==> src/rtl/puf_pkg.sv <==
// Shared constants, FSM state codes and select-pair helper for the PUF response controller.
// Latency: n/a (definitions only).
// Backpressure: n/a (definitions only).
package puf_pkg;

  localparam int NBITS      = 16;
  localparam int CNT_W      = 16;
  localparam int WINDOW_DEF = 1024;
  localparam int SETTLE_DEF = 4;

  // Controller states: one measurement per response bit, cycled 16 times.
  typedef logic [2:0] state_t;
  localparam state_t ST_IDLE    = 3'd0;
  localparam state_t ST_CLEAR   = 3'd1;
  localparam state_t ST_MEASURE = 3'd2;
  localparam state_t ST_SETTLE  = 3'd3;
  localparam state_t ST_COMPARE = 3'd4;
  localparam state_t ST_DONE    = 3'd5;

  // Chain B oscillator sits 1..8 positions after chain A, so the pair never collides.
  function automatic logic [3:0] sel_b_of(input logic [3:0] sel_a, input logic [2:0] off);
    return sel_a + 4'd1 + {1'b0, off};
  endfunction

endpackage

==> src/rtl/puf_win_timer.sv <==
// Loadable down-counter with zero flag that times the measure and settle phases.
// Latency: load takes effect at the next edge; zero is a combinational decode of the count.
// Backpressure: none; dec is ignored once the count has reached zero.
module puf_win_timer
  import puf_pkg::*;
(
  input  logic             clk,
  input  logic             rst_n,
  input  logic             load,
  input  logic [CNT_W-1:0] load_val,
  input  logic             dec,
  output logic             zero
);

  logic [CNT_W-1:0] cnt;

  assign zero = (cnt == '0);

  // Load has priority over decrement; the counter parks at zero.
  always_ff @(posedge clk or negedge rst_n) begin
    if (!rst_n) begin
      cnt <= '0;
    end else if (load) begin
      cnt <= load_val;
    end else if (dec && !zero) begin
      cnt <= cnt - 1'b1;
    end
  end

endmodule

==> src/rtl/puf_resp_ctrl.sv <==
// Ring-oscillator PUF sequencer: per bit clear, gate WINDOW cycles, settle, compare chains A/B.
// Latency: done pulses 16*(WINDOW+SETTLE+2)+1 cycles after the start edge.
// Backpressure: start is only honoured in IDLE; ena low aborts a run back to IDLE with no done.
module puf_resp_ctrl
  import puf_pkg::*;
#(
  parameter int WINDOW = WINDOW_DEF,
  parameter int SETTLE = SETTLE_DEF
) (
  input  logic             clk,
  input  logic             rst_n,
  input  logic             ena,
  input  logic             start,
  input  logic [7:0]       seed,
  input  logic [CNT_W-1:0] count_a,
  input  logic [CNT_W-1:0] count_b,
  output logic             ro_en,
  output logic             cnt_clr,
  output logic [3:0]       sel_a,
  output logic [3:0]       sel_b,
  output logic [NBITS-1:0] response,
  output logic             busy,
  output logic             done,
  output logic             sat
);

  state_t           state;
  state_t           state_nxt;
  logic [3:0]       bit_idx;
  logic [7:0]       seed_q;
  logic             tmr_load;
  logic [CNT_W-1:0] tmr_val;
  logic             tmr_dec;
  logic             tmr_zero;
  logic             accept;
  logic             cmp_fire;
  logic             last_bit;
  logic [3:0]       bit_nxt;
  logic [3:0]       sel_a_nxt;
  logic             unused_seed_msb;

  // Seed bit 7 is captured for completeness but does not steer either select.
  assign unused_seed_msb = seed_q[7];

  assign accept    = (state == ST_IDLE) && start && ena;
  assign cmp_fire  = (state == ST_COMPARE) && ena;
  assign last_bit  = (bit_idx == 4'(NBITS - 1));
  assign bit_nxt   = bit_idx + 4'd1;
  assign sel_a_nxt = bit_nxt ^ seed_q[3:0];

  // Window timer is loaded on the way into each timed phase.
  assign tmr_load = (state == ST_CLEAR) || ((state == ST_MEASURE) && tmr_zero);
  assign tmr_val  = (state == ST_CLEAR) ? CNT_W'(WINDOW - 1) : CNT_W'(SETTLE - 1);
  assign tmr_dec  = (state == ST_MEASURE) || (state == ST_SETTLE);

  puf_win_timer u_timer (
    .clk      (clk),
    .rst_n    (rst_n),
    .load     (tmr_load),
    .load_val (tmr_val),
    .dec      (tmr_dec),
    .zero     (tmr_zero)
  );

  // Outputs are pure state decodes, so reset clears them immediately.
  assign cnt_clr = (state == ST_CLEAR);
  assign ro_en   = (state == ST_MEASURE);
  assign busy    = (state != ST_IDLE);
  assign done    = (state == ST_DONE);

  // Next-state: phase sequencing per bit, with ena low overriding everything outside IDLE.
  always_comb begin
    state_nxt = state;
    case (state)
      ST_IDLE:    if (start && ena) state_nxt = ST_CLEAR;
      ST_CLEAR:   state_nxt = ST_MEASURE;
      ST_MEASURE: if (tmr_zero) state_nxt = ST_SETTLE;
      ST_SETTLE:  if (tmr_zero) state_nxt = ST_COMPARE;
      ST_COMPARE: state_nxt = last_bit ? ST_DONE : ST_CLEAR;
      ST_DONE:    state_nxt = ST_IDLE;
      default:    state_nxt = ST_IDLE;
    endcase
    if ((state != ST_IDLE) && !ena) begin
      state_nxt = ST_IDLE;
    end
  end

  // State register.
  always_ff @(posedge clk or negedge rst_n) begin
    if (!rst_n) begin
      state <= ST_IDLE;
    end else begin
      state <= state_nxt;
    end
  end

  // Seed capture, bit index and select pair; selects change only when a new bit begins.
  always_ff @(posedge clk or negedge rst_n) begin
    if (!rst_n) begin
      seed_q  <= '0;
      bit_idx <= '0;
      sel_a   <= '0;
      sel_b   <= '0;
    end else if (accept) begin
      seed_q  <= seed;
      bit_idx <= '0;
      sel_a   <= seed[3:0];
      sel_b   <= sel_b_of(seed[3:0], seed[6:4]);
    end else if (cmp_fire && !last_bit) begin
      bit_idx <= bit_nxt;
      sel_a   <= sel_a_nxt;
      sel_b   <= sel_b_of(sel_a_nxt, seed_q[6:4]);
    end
  end

  // Response and saturation flag: cleared on accept, updated only in COMPARE, held otherwise.
  always_ff @(posedge clk or negedge rst_n) begin
    if (!rst_n) begin
      response <= '0;
      sat      <= 1'b0;
    end else if (accept) begin
      response <= '0;
      sat      <= 1'b0;
    end else if (cmp_fire) begin
      response[bit_idx] <= (count_a > count_b);
      sat <= sat | (count_a == {CNT_W{1'b1}}) | (count_b == {CNT_W{1'b1}});
    end
  end

endmodule

==> config.mk <==
export PLATFORM = sky130hd
export DESIGN_NAME = puf_resp_ctrl
export DESIGN_NICKNAME = d
export VERILOG_FILES = /design/src/rtl/puf_pkg.sv /design/src/rtl/puf_win_timer.sv /design/src/rtl/puf_resp_ctrl.sv
export SDC_FILE = /design/constraint.sdc
export NUM_CORES = 1
export LEC_CHECK = 0
export BUFFER_PORTS_ARGS = -buffer_cell sky130_fd_sc_hd__buf_4
export CAP_MARGIN = 30
export CORE_MARGIN = 2
export CORE_UTILIZATION = 60
export DETAILED_ROUTE_END_ITERATION = 10
export PLACE_DENSITY = 0.92
export SKIP_LAST_GASP = 1
export SYNTH_ARGS = -nofsm -noshare
export SYNTH_HDL_FRONTEND = slang
export SYNTH_HIERARCHICAL = 1
export SYNTH_SLANG_ARGS = --single-unit
==> constraint.sdc <==
create_clock -name clk -period 4.3 [get_ports clk]
set_input_delay 0.645 -clock clk [delete_from_list [all_inputs] [get_ports clk]]
set_output_delay 0.645 -clock clk [all_outputs]
set_load 0.05 [all_outputs]
==> results by stage <==
Layout:
- The number of nets in the final layout is 564.
- The repair_antennas step left the layout with diodes totalling 0.
- Relative to the synthesized area, the layout overhead comes to 16.84%.
- Fill cells in the final layout number 426.
- For this run, the share of the core covered by cells in the final layout is 73.04%.
- The fraction of final layout cells with drive strength greater than 1 is 21.22%.

Timing:
- The final-report setup violation count is 0.
- The final max-slew violation count came to 0.
- Based on the critical path, the design can be clocked at up to 353.4 MHz.
- The post-route clock period utilization is 65.81%.
- Setup repair after global routing left no endpoint under its margin.
- Setup total negative slack on the finished layout was measured at 0 ps.
- The shortest clock period the worst path allows after layout is 2830 ps.
- The relative slew slack is 51.30%.
- The clock arrives with 2.657 ps of skew.
- For the pin with the worst max-slew slack, the measured transition is 728.8 ps.
- The final count of hold timing violations came to 0.

Logic synthesis:
- The number of synthesized flops with an enable pin is 0.
- The synthesized design contains 55 register bits.
- Synthesis handed over a netlist of 423 instances.
- The synthesized netlist devotes 10.09% of its cell area to adder and majority cells.
- The synthesized netlist occupies a cell area of 3745 sq um.
- Summed over all instances, the cell type with the most area after synthesis is dfrtp_1.
- The synthesized netlist contains 60 unique library cells.
- After synthesis, the share of flip-flops with an asynchronous set or reset is 100.0%.
- Summing the areas of all and, or, nand and nor instances in the mapped netlist gives 25.49% of the synthesized area.
- Of the total synthesized cell area, the portion taken by XOR and XNOR cells is 2.573%.
- The commonest register cell after synthesis is dfrtp_1.
- Multiplexer cells account for 1.103% of the synthesized area.
- The mean area per synthesized cell is 8.853 sq um.
- After synthesis, the cell types taking the most area are dfrtp_1 37%, ha_1 9.0%, nand2_1 4.6%.
- The fraction of the mapped netlist area in compound gates is 16.84%.
- Summing the sequential cell areas from Yosys gives 36.75% of the chip area.
- Yosys printed 6 warnings.
- After synthesis, the largest family of logic cells by area is simple AND/OR/NAND/NOR gates.
- The area share of the largest cell type after synthesis is 36.75%.

Setup path:
- The critical register-to-register path startpoint is u_timer/cnt[0]$_DFFE_PN0P_.
- The setup slack on the worst flop-to-flop path is 1470 ps.
- The number of cells on the worst reg-to-reg path is 11.
- Of all nets on the critical path, the largest fanout is 17.
- The critical path in this run is classified as reg -> reg.
- For the worst setup path, the data arrival time is 3000 ps.
- The kind of end point of the critical path is a flop.
- STA classifies the critical path startpoint as a flop.
- The worst reg2reg path endpoint is u_timer/cnt[15]$_DFFE_PN0P_.
- The required time reported for the critical path endpoint is 4470 ps.

Detailed routing:
- The first-pass iteration count of the detailed router is 5.
- After the first detailed-routing iteration, the DRC count stood at 284.
- Once detail routing completed, the nets flagged for antenna violations numbered 0.
- In the routed design, unresolved DRC markers number 0.
- The average wire length per cell after detail routing is 15.72 um.
- The final wirelength is 8880 um.
- The via-per-instance ratio is 6.021.
- The routed layout has 3402 vias.

Clock tree:
- The hold buffer count at cts is 0.
- The maximum clock insertion buffer count is 2.
- After clock tree synthesis, the repair step resized 0 gates.
- Buffers inserted during clock tree synthesis total 5.
- At the later pin of the worst-skew pair, clock insertion delay measures 300 ps.
- The clock-pin slew on the worst setup and hold paths is 90 ps.
- TritonCTS built the clock tree.
- CTS placed an instance of clkbuf_8 at the clock tree root.
- The CTS sink count is 55.
- The H-tree was split into 2 levels.
- The count of buffers added by post-CTS timing repair for setup is 0.

Floorplan:
- The region available for standard cell placement spans 5991 sq um.
- The effective utilization at floorplan is 62.51%.
- The floorplan step defined a die boundary enclosing 6889 sq um.
- The floorplan has 28 rows.
- The die extent in y is 83 um.
- The die width is 83 um.
- In this run the count of I/O pins placed on the die edge is 73.

GRT:
- The first global-routing pass estimated 15060 um of wire.
- The total overflow left after global routing is 0.
- The via count of the first global-routing pass came to 3336.
- The initial antenna violation count is 0.
- For this run, the total global-route usage over all layers was measured as 25.98%.
- Entering global routing, the biggest net connects 56 pins.

Pwr:
- The power density of the placed cells is 338.3 nW/um^2.
- The completed layout was analyzed and its total power is 1480 uW.
- The leakage dissipation is 0.002055 uW.
- VDD sags by at most 0.1982 mV.

Status:
- The flow ran to the end, and the final reports show no timing, DRC or antenna violations.

Placed design:
- Buffers placed on the I/O ports in this run total 71.
- After legalization and detailed placement, the total HPWL measured 6692 um.
- At the end of routability-driven placement, the weighted congestion stood at 0.8534.

Hold path:
- The path class of the tightest hold or removal check is in -> async.

Job:
- The tool flagged a number of max-cap violations equal to 0.
[metrics by stage]
stage	hold WS, ps	instance area (sq um)	setup WS [ps]	instances
finish	362.1	4375	1470	565
global route	443.5	4375	1153	565
CTS	401.9	4368	1495	564
detailed placement	478.8	4295	1542	558
global placement	468.7	4295	1674	558
floorplan	349.4	3767	1819	429
[how the worst max path moves through the flow]
stage	start	to	slack (ps)	cells past startpoint
detailed placement	u_timer/cnt[0]$_DFFE_PN0P_	u_timer/cnt[9]$_DFFE_PN0P_	1540	11
global placement	u_timer/cnt[0]$_DFFE_PN0P_	u_timer/cnt[3]$_DFFE_PN0P_	1670	11
global route	u_timer/cnt[0]$_DFFE_PN0P_	u_timer/cnt[11]$_DFFE_PN0P_	1150	11
floorplan	u_timer/cnt[0]$_DFFE_PN0P_	u_timer/cnt[12]$_DFFE_PN0P_	1820	11
finish	u_timer/cnt[0]$_DFFE_PN0P_	u_timer/cnt[15]$_DFFE_PN0P_	1470	11
CTS	u_timer/cnt[0]$_DFFE_PN0P_	u_timer/cnt[11]$_DFFE_PN0P_	1490	11
[state kept, by name, indices dropped and copies added, names as in the netlist]
name and flops:
bit_idx 4, sat 1, sel_b 4, state 3
seed_q 7, u_timer/cnt 16, response 16, sel_a 4
[synthesized netlist by cell type (2+ instances only)]
| master | instances |
|---|---|
| o211ai_1 | 3 |
| dfrtp_1 | 55 |
| o31ai_2 | 8 |
| nor4_1 | 6 |
| nor3_2 | 2 |
| buf_2 | 4 |
| a211oi_1 | 2 |
| o41ai_1 | 2 |
| nor4b_1 | 2 |
| fa_1 | 2 |
| nor2_1 | 26 |
| mux2i_1 | 3 |
| nor3_1 | 5 |
| nor2b_1 | 10 |
| xnor2_1 | 8 |
| o21ai_0 | 18 |
| a21o_1 | 3 |
| ha_1 | 27 |
| nor4_2 | 2 |
| xor2_1 | 3 |
| or3_1 | 3 |
| buf_4 | 2 |
| or4_1 | 4 |
| o21ai_1 | 3 |
| inv_1 | 35 |
| nand4_1 | 16 |
| nand3_1 | 34 |
| and3_1 | 3 |
| clkbuf_1 | 10 |
| buf_6 | 5 |
| conb_1 | 2 |
| a31oi_1 | 12 |
| o31ai_1 | 9 |
| and2_1 | 3 |
| or4b_2 | 2 |
| a21oi_1 | 20 |
| nand2_1 | 46 |
[placed cells by master (no fill, tap or decap), types with 2 or more instances in the layout]
cell and n:
nor4b_1 2, nor2_1 26, xor2_1 3, o31ai_2 8, conb_1 8, a31oi_1 12, ha_1 27, nand2_1 46
or3_1 3, o211ai_1 3, and2_1 3, xnor2_1 8, nor4_2 2, or4b_2 2, nand3_1 34, buf_4 76
o21ai_0 18, nor3_1 5, fa_1 2, nand4_1 16, nor3_2 2, a211oi_1 2, a21o_1 3, a21oi_1 20
o41ai_1 2, clkbuf_8 5, and3_1 3, o21ai_1 3, nor4_1 6, or4_1 4, nor2b_1 10, mux2i_1 3
o31ai_1 9, inv_1 35, dfrtp_1 55
[critical path: stages (launching register included)]
cell      delay (ps)
dfrtp_1          400
inv_1            100
ha_1             220
nor4b_1          470
nand4_1          290
inv_1            240
nand3b_1         100
a21oi_1          180
buf_4            230
inv_1            250
nor2_1           170
a31oi_1           50
[metal layers]
layer	share of wire (%)	track usage [%]
met3	5.1	4.076
met5	0	0
met4	2.1	8.048
met1	42	33.63
met2	51	44.79
[final cells by class]
type | count | area (sq um) | share of cell area (%)
inverters | 35 | 131.4 | 3.003
flip-flops and latches | 55 | 1376 | 31.46
multi-input cells | 318 | 2131 | 48.70
well taps | 75 | 93.84 | 2.145
repair buffers | 76 | 570.5 | 13.04
clock buffers | 6 | 72.57 | 1.659
[cells by family after synthesis]
kind of cell,Yosys count
buffers and inverters,56
other,2
adders and majority gates,29
AOI/OAI and AO/OA,90
xor gates and xnor gates,11
DFF,55
and+or+nand+nor,176
muxes,4
[power breakdown]
group / total [uW] / internal, uW / switching, uW
combinational: 510 / 208 / 303
clock: 266 / 109 / 157
sequential: 704 / 603 / 101
total: 1480 / 920 / 561
No activity file was read; power rests on OpenSTA's default activity.
